==> config.mk <==
export PLATFORM = sky130hd
export DESIGN_NAME = oldland_cache_ctrl
export DESIGN_NICKNAME = d
export VERILOG_FILES = /design/src/rtl/oldland_cache_ctrl.sv
export SDC_FILE = /design/constraint.sdc
export NUM_CORES = 1
export LEC_CHECK = 0
export BUFFER_PORTS_ARGS = -buffer_cell sky130_fd_sc_hd__clkbuf_2
export CORE_AREA = 4 4 241 243
export CTS_BUF_LIST = sky130_fd_sc_hd__clkbuf_4 sky130_fd_sc_hd__clkbuf_8
export DETAILED_ROUTE_END_ITERATION = 10
export DIE_AREA = 0 0 245 247
export PLACE_DENSITY = 0.65
export SYNTH_ARGS = -nofsm -noshare
export SYNTH_HDL_FRONTEND = slang
export SYNTH_SLANG_ARGS = --single-unit
export TNS_END_PERCENT = 5
==> constraint.sdc <==
create_clock -name clk -period 7.8 [get_ports clk]
set_input_delay 1.56 -clock clk [delete_from_list [all_inputs] [get_ports clk]]
set_output_delay 1.56 -clock clk [all_outputs]
set_load 0.01 [all_outputs]
==> src/rtl/oldland_cache_ctrl.sv <==
// N-way set-associative cache controller: tree PLRU replacement, uncached bypass,
// write-miss forwarding and flush aggregation. `CACHE_STATS_EN adds hit/miss counters.
module oldland_cache_ctrl #(
  parameter int NUM_WAYS   = 4,
  parameter int CACHE_SIZE = 8192,
  parameter int LINE_SIZE  = 32,
  parameter bit READ_ONLY  = 1'b0
) (
  input  logic                     clk,
  input  logic                     rst,
  input  logic                     c_access,
  input  logic [29:0]              c_addr,
  input  logic                     c_wr_en,
  input  logic [31:0]              c_wr_val,
  input  logic [3:0]               c_bytesel,
  output logic [31:0]              c_data,
  output logic                     c_ack,
  output logic                     c_error,
  input  logic                     c_flush,
  output logic                     cacheop_complete,
  input  logic                     cacheable_addr,
  input  logic [NUM_WAYS-1:0]      w_hit,
  input  logic [NUM_WAYS-1:0]      w_ack,
  input  logic [NUM_WAYS-1:0]      w_error,
  input  logic [32*NUM_WAYS-1:0]   w_data,
  input  logic [NUM_WAYS-1:0]      w_m_access,
  input  logic [NUM_WAYS-1:0]      w_m_wr_en,
  input  logic [30*NUM_WAYS-1:0]   w_m_addr,
  input  logic [32*NUM_WAYS-1:0]   w_m_wr_val,
  input  logic [4*NUM_WAYS-1:0]    w_m_bytesel,
  input  logic [NUM_WAYS-1:0]      w_cacheop_complete,
  output logic [NUM_WAYS-1:0]      w_fill_sel,
  output logic                     m_access,
  output logic [29:0]              m_addr,
  output logic [31:0]              m_wr_val,
  output logic                     m_wr_en,
  output logic [3:0]               m_bytesel,
  input  logic [31:0]              m_data,
  input  logic                     m_ack,
  input  logic                     m_error
`ifdef CACHE_STATS_EN
  ,
  output logic [31:0]              stat_hits,
  output logic [31:0]              stat_misses
`endif
);

  localparam int LINES    = CACHE_SIZE / NUM_WAYS / LINE_SIZE;
  localparam int IDX_BITS = $clog2(LINES);
  localparam int OFF      = $clog2(LINE_SIZE / 4);
  localparam int WAY_BITS = $clog2(NUM_WAYS);
  localparam int NODES    = NUM_WAYS - 1;

  typedef enum logic [2:0] {
    ST_CACHED,
    ST_BYPASS,
    ST_WRITE_MISS,
    ST_FILL,
    ST_FLUSH
  } state_t;

  // Walk the heap-ordered tree from the root; a 0 node sends us to the lower half.
  function automatic logic [WAY_BITS-1:0] plru_victim(input logic [NODES-1:0] bits);
    logic [WAY_BITS-1:0] way;
    int node;
    way  = '0;
    node = 0;
    for (int l = 0; l < WAY_BITS; l++) begin
      for (int n = 0; n < NODES; n++)
        if (n == node) way[WAY_BITS-1-l] = bits[n];
      node = 2 * node + 1 + (way[WAY_BITS-1-l] ? 1 : 0);
    end
    return way;
  endfunction

  // Point every node on the accessed way's path away from that way.
  function automatic logic [NODES-1:0] plru_touch(input logic [NODES-1:0] bits,
                                                  input logic [WAY_BITS-1:0] way);
    logic [NODES-1:0] res;
    logic b;
    int node;
    res  = bits;
    node = 0;
    for (int l = 0; l < WAY_BITS; l++) begin
      b = way[WAY_BITS-1-l];
      for (int n = 0; n < NODES; n++)
        if (n == node) res[n] = ~b;
      node = 2 * node + 1 + (b ? 1 : 0);
    end
    return res;
  endfunction

  state_t                state;
  logic                  lat_access;
  logic                  lat_cacheable;
  logic [29:0]           lat_addr;
  logic                  lat_wr_en;
  logic [31:0]           lat_wr_val;
  logic [3:0]            lat_bytesel;
  logic [IDX_BITS-1:0]   lat_idx;

  logic [NODES-1:0]      plru [LINES];
  logic [WAY_BITS-1:0]   victim;
  logic [NUM_WAYS-1:0]   flush_mask;
  logic                  m_access_q;
  logic                  bypass_ack;
  logic                  bypass_err;
  logic [31:0]           bypass_data;

  logic                  lat_valid;
  logic                  any_hit;
  logic                  single_hit;
  logic                  multi_hit;
  logic                  go_bypass;
  logic                  go_miss;
  logic                  fill_done;
  logic                  upd_en;
  logic [WAY_BITS-1:0]   hit_way;
  logic [WAY_BITS-1:0]   upd_way;
  logic [NODES-1:0]      upd_bits;
  logic [NODES-1:0]      lookup_bits;
  logic [WAY_BITS-1:0]   new_victim;

  assign lat_valid  = lat_access && lat_cacheable;
  assign any_hit    = |w_hit;
  assign single_hit = lat_valid && $onehot(w_hit);
  assign multi_hit  = lat_valid && any_hit && !$onehot(w_hit);
  assign go_bypass  = (state == ST_CACHED) && c_access && !cacheable_addr;
  assign go_miss    = (state == ST_CACHED) && !go_bypass && lat_valid && !any_hit;
  assign fill_done  = (state == ST_FILL) && (|w_ack);
  assign upd_en     = single_hit || fill_done;

  // NOTE: every combinational output gets a default first so no path infers a latch.
  always_comb begin
    hit_way = '0;
    for (int i = 0; i < NUM_WAYS; i++)
      if (w_hit[i]) hit_way = WAY_BITS'(i);
  end

  // Write-first: a lookup in the same cycle as an update sees the updated tree.
  always_comb begin
    upd_way     = fill_done ? victim : hit_way;
    upd_bits    = plru_touch(plru[lat_idx], upd_way);
    lookup_bits = upd_en ? upd_bits : plru[lat_idx];
    new_victim  = plru_victim(lookup_bits);
  end

  always_comb begin
    c_ack   = bypass_ack | (|w_ack) | multi_hit;
    c_error = 1'b0;
    c_data  = '0;
    if (bypass_ack) begin
      c_error = bypass_err;
      c_data  = bypass_data;
    end else if (multi_hit) begin
      c_error = 1'b1;
    end else begin
      for (int i = 0; i < NUM_WAYS; i++)
        if (w_ack[i]) begin
          c_data  = w_data[i*32 +: 32];
          c_error = w_error[i];
        end
    end
  end

  // Fills talk to memory through the victim way; everything else uses the latched request.
  always_comb begin
    if (state == ST_FILL) begin
      m_access  = w_m_access[victim];
      m_addr    = w_m_addr[int'(victim)*30 +: 30];
      m_wr_val  = w_m_wr_val[int'(victim)*32 +: 32];
      m_wr_en   = w_m_wr_en[victim];
      m_bytesel = w_m_bytesel[int'(victim)*4 +: 4];
    end else begin
      m_access  = m_access_q;
      m_addr    = lat_addr;
      m_wr_val  = lat_wr_val;
      m_wr_en   = lat_wr_en;
      m_bytesel = lat_bytesel;
    end
  end

  always_ff @(posedge clk) begin
    if (rst) begin
      // NOTE: sequential state uses non-blocking assignments so every flop samples pre-edge values.
      state            <= ST_CACHED;
      lat_access       <= 1'b0;
      lat_cacheable    <= 1'b0;
      lat_addr         <= '0;
      lat_wr_en        <= 1'b0;
      lat_wr_val       <= '0;
      lat_bytesel      <= '0;
      lat_idx          <= '0;
      victim           <= '0;
      w_fill_sel       <= NUM_WAYS'(1);
      flush_mask       <= '0;
      m_access_q       <= 1'b0;
      bypass_ack       <= 1'b0;
      bypass_err       <= 1'b0;
      bypass_data      <= '0;
      cacheop_complete <= 1'b0;
      // NOTE: the PLRU store is flops, not RAM, because replacement order must be deterministic after reset.
      for (int s = 0; s < LINES; s++) plru[s] <= '0;
    end else begin
      lat_access       <= c_access && (state == ST_CACHED);
      bypass_ack       <= 1'b0;
      cacheop_complete <= 1'b0;

      if (c_access && (state == ST_CACHED)) begin
        lat_cacheable <= cacheable_addr;
        lat_addr      <= c_addr;
        lat_wr_en     <= c_wr_en;
        lat_wr_val    <= c_wr_val;
        lat_bytesel   <= c_bytesel;
        lat_idx       <= c_addr[OFF+IDX_BITS-1:OFF];
      end

      if (upd_en) plru[lat_idx] <= upd_bits;

      case (state)
        ST_CACHED: begin
          if (go_bypass) begin
            state      <= ST_BYPASS;
            m_access_q <= 1'b1;
          end else if (go_miss && lat_wr_en) begin
            state      <= ST_WRITE_MISS;
            m_access_q <= 1'b1;
          end else if (go_miss) begin
            state      <= ST_FILL;
            victim     <= new_victim;
            w_fill_sel <= NUM_WAYS'(1) << new_victim;
          end else if (c_flush && !READ_ONLY) begin
            state <= ST_FLUSH;
          end
        end
        ST_BYPASS, ST_WRITE_MISS: begin
          if (m_ack) begin
            m_access_q  <= 1'b0;
            bypass_ack  <= 1'b1;
            bypass_err  <= m_error;
            bypass_data <= (state == ST_BYPASS && !lat_wr_en) ? m_data : 32'd0;
            state       <= ST_CACHED;
          end
        end
        ST_FILL: begin
          if (|w_ack) state <= ST_CACHED;
        end
        ST_FLUSH: begin
          if ((flush_mask | w_cacheop_complete) == {NUM_WAYS{1'b1}}) begin
            cacheop_complete <= 1'b1;
            flush_mask       <= '0;
            state            <= ST_CACHED;
          end else begin
            flush_mask <= flush_mask | w_cacheop_complete;
          end
        end
        default: state <= ST_CACHED;
      endcase
    end
  end

`ifdef CACHE_STATS_EN
  // Saturating counters: a wrapped count would read as a tiny number.
  always_ff @(posedge clk) begin
    if (rst) begin
      stat_hits   <= '0;
      stat_misses <= '0;
    end else begin
      if (single_hit && stat_hits != 32'hFFFF_FFFF) stat_hits <= stat_hits + 32'd1;
      if (go_miss && stat_misses != 32'hFFFF_FFFF) stat_misses <= stat_misses + 32'd1;
    end
  end
`endif

endmodule
==> run_results.csv <==
group,metric,value,unit
timing,slew_viol_final,0,
clocking,path_clk_slew,0.06,ns
route,met3_length,6.12,mm
route,routedLengthMet1,27.0,mm
route,vias_per_cell,5.44,
hold_path,whs_path_depth,2,
logic_synthesis,yosysTopAreaCellShare,0.335,
hold_path,hp-start,"lat_wr_val[27]$_SDFFE_PP0N_",
layout,drive_above_1_share,0.441,
layout,synthToLayoutAreaGrowth,27.8,%
placement,io_buffers,628,
logic_synthesis,synth_cell_type_count,70,
floorplan,dieArea,0.0605,sq mm
route,drcViolationCount,0,
setup_path,worst_ep_arrival_time,4.27,ns
floorplan,rows,87,
clocking,cts_made_buffers,54,
floorplan,die_y,247,microns
floorplan,core,0.0560,sq mm
timing,max_slew_margin,0.311,
floorplan,num_io_pins,629,
route,dr_total_vias,15800,
floorplan,die_w,245,microns
timing,rsz0062_at_grt,"no",
layout,fillerInstances,5529,
global_route,grt_pass1_vias,15900,
flow_run,max_cap_viol_count,0,
logic_synthesis,synthCells,1562,
route,antenna_left,0,
placement,gp_congestion,0.991,
clocking,post_cts_buffers,0,
logic_synthesis,synth_common_cells,"nand2_1, edfxtp_1, clkbuf_1, nor3_1, dfxtp_1",
global_route,grt_pass1_wl,105,mm
clocking,cts.htree.levels,2,
logic_synthesis,syn-num-nets,2088,
setup_path,cp_slowest_stage_delay,0.54,ns
clocking,cts_resized,0,
logic_synthesis,synth_edf_count,192,
logic_synthesis,synth_area,0.0172,sq mm
placement,dp_cells,2802,
timing,clock.fmax,172,MHz
global_route,grt_usage,0.235,
clocking,root_buffer,"clkbuf_8",
timing,setup_tns,0,ns
timing,finalCriticalPeriod,5.83,ns
timing,worst_pin_slew,1.03,ns
clocking,cts_hold_buffers,0,
route,dr.pass1.iters,6,
placement,place_hpwl,58.7,mm
setup_path,r2r_end,"plru[56][2]$_SDFFCE_PN0P_",
setup_path,r2r_cells,7,
logic_synthesis,yosys.area.top_type,"edfxtp_1",
layout,final_nets,2628,
power,peakVddDrop,0.000120,V
logic_synthesis,syn_avg_cell_area,11.0,sq um
route,dr.max_layer_used,"met5",
logic_synthesis,synth_seq_area_share,0.480,
global_route,grt_max_degree,94,
setup_path,critPathSlowestCell,"fa_1",
logic_synthesis,synth-main-ff-cell,"edfxtp_1",
setup_path,worstSetupEndpointType,"output port",
timing,min_period_over_period,0.747,
route,wire_per_inst,25.8,microns
hold_path,min_path_type,"reg -> reg",
timing,hold_viol,0,
hold_path,min_to,"lat_wr_val[27]$_SDFFE_PP0N_",
run_status,status,"finished clean",
power,p_per_area,194,mW/mm^2
clocking,clock_latency,0.68,ns
route,wl_met2,35.0,mm
route,wl,75.0,mm
power,leakage,8.61,nW
route,first_iter_violations,1555,
logic_synthesis,synth_async_sr_flop_share,0,
logic_synthesis,ys_ff_latch,316,
floorplan,initial_core_util,0.307,
setup_path,crit_type,"in -> out",
clocking,cts_buffer_depth,3,
clocking,cts_tree,"built",
timing,setup_viol,0,
setup_path,rrSetupSlack,3.48,ns
setup_path,crit_chain,"clkbuf_2, inv_1, fa_1, inv_1, ha_1, ha_1, or3b_1, a41o_1, buf_4, o31ai_1, clkbuf_2",
timing,skew,0.0722,ns
logic_synthesis,synth.area.top_cells,"edfxtp_1, dfxtp_1, mux4_2",
setup_path,crit_path_start_kind,"primary input",
logic_synthesis,ys_warn_count,0,
setup_path,cp_max_fo,34,
layout,final_cells,2910,
global_route,overflow,0,
global_route,antenna_found_initial,11,
setup_path,required,6.24,ns
logic_synthesis,synth.most_common_cell,"nand2_1",
clocking,cts.sinks,316,
[per-stage QoR]
step | instance area (sq um) | power [W] | utilization | hold WS, ns | worst slack, ns
floorplan | 17200 | 0.00233 | - | 0.433 | 2.26
global route | 22000 | 0.00442 | 0.393 | 0.472 | 1.85
global placement | 20800 | 0.00268 | 0.372 | 0.439 | 2.04
detailed placement | 20800 | 0.00270 | 0.372 | 0.443 | 1.97
CTS | 22000 | 0.00428 | 0.393 | 0.452 | 1.97
finish | 22000 | 0.00426 | 0.393 | 0.449 | 1.97
[kinds of logic after synthesis]
family	count (synthesis)	share of synthesized area
AO/OA/AOI/OAI	331	0.135
XOR/XNOR	1	0.000510
adder cells (fa/ha/maj)	4	0.00335
buffers and inverters	185	0.0447
flip-flops	316	0.480
multiplexers	201	0.198
AND/OR/NAND/NOR	524	0.139
[metal layers]
layer / vias to the layer above / GRT usage
li1: 7022 / -
met4: 4 / 0.185
met2: 898 / 0.371
met1: 7704 / 0.274
met5: - / 0
met3: 199 / 0.0565
[state kept, by name (all words and copies together) (netlist names), 2 cells and up, named ones only]
signal,flops
bypass_data,32
flush_mask,4
lat_addr,25
lat_bytesel,4
lat_idx,5
lat_wr_val,32
plru,192
state,3
victim,2
w_fill_sel,4
[power breakdown]
group	switching [W]	internal, W
Combinational	0.000450	0.000315
Sequential	0.0000615	0.00184
Clock	0.000738	0.000855
Total	0.00125	0.00301
[critical path, delay by kind of cell]
kind / cells / cell delay (ns)
compound gates: 2 / 0.58
fa+ha+maj: 3 / 1.01
buf+inv: 5 / 0.67
simple gates: 1 / 0.42
[layout make-up]
class                      instances  area, sq um  area share
sequential                       316         8260       0.376
clock buffer                      84         1030      0.0469
antenna                            6         15.0    0.000683
inverter                          13         48.8     0.00222
clock inverter                    18          121     0.00552
tap                              756          946      0.0430
timing repair buffer             656         3360       0.153
multi-input combinational       1061         8200       0.373
[worst max path at each step]
stage / start / to / slack (ns) / cells past startpoint
floorplan: w_hit[0] / c_data[10] / 2.26 / 10
global placement: w_hit[0] / c_data[16] / 2.04 / 11
detailed placement: w_hit[0] / c_data[6] / 1.97 / 11
CTS: w_hit[0] / c_data[6] / 1.97 / 11
global route: w_hit[0] / c_data[13] / 1.85 / 11
finish: w_hit[0] / c_data[6] / 1.97 / 11
[placed cells by master (no fill, tap or decap), drive strengths merged, types with 4 or more instances in the layout]
cell type,n
a211oi,4
a21oi,92
a221oi,31
a22o,33
a22oi,10
a31oi,5
and2,4
buf,29
clkbuf,711
clkinv,14
dfxtp,124
diode,6
edfxtp,192
inv,16
mux2,71
mux2i,27
mux4,103
nand2,199
nand2b,16
nand3,15
nand3b,9
nand4,5
nor2,107
nor2b,13
nor3,125
nor3b,5
o211ai,4
o21ai,11
o21bai,57
o22ai,35
o31ai,31
or2,4
or3,7
(Power assumes the default switching activity.)
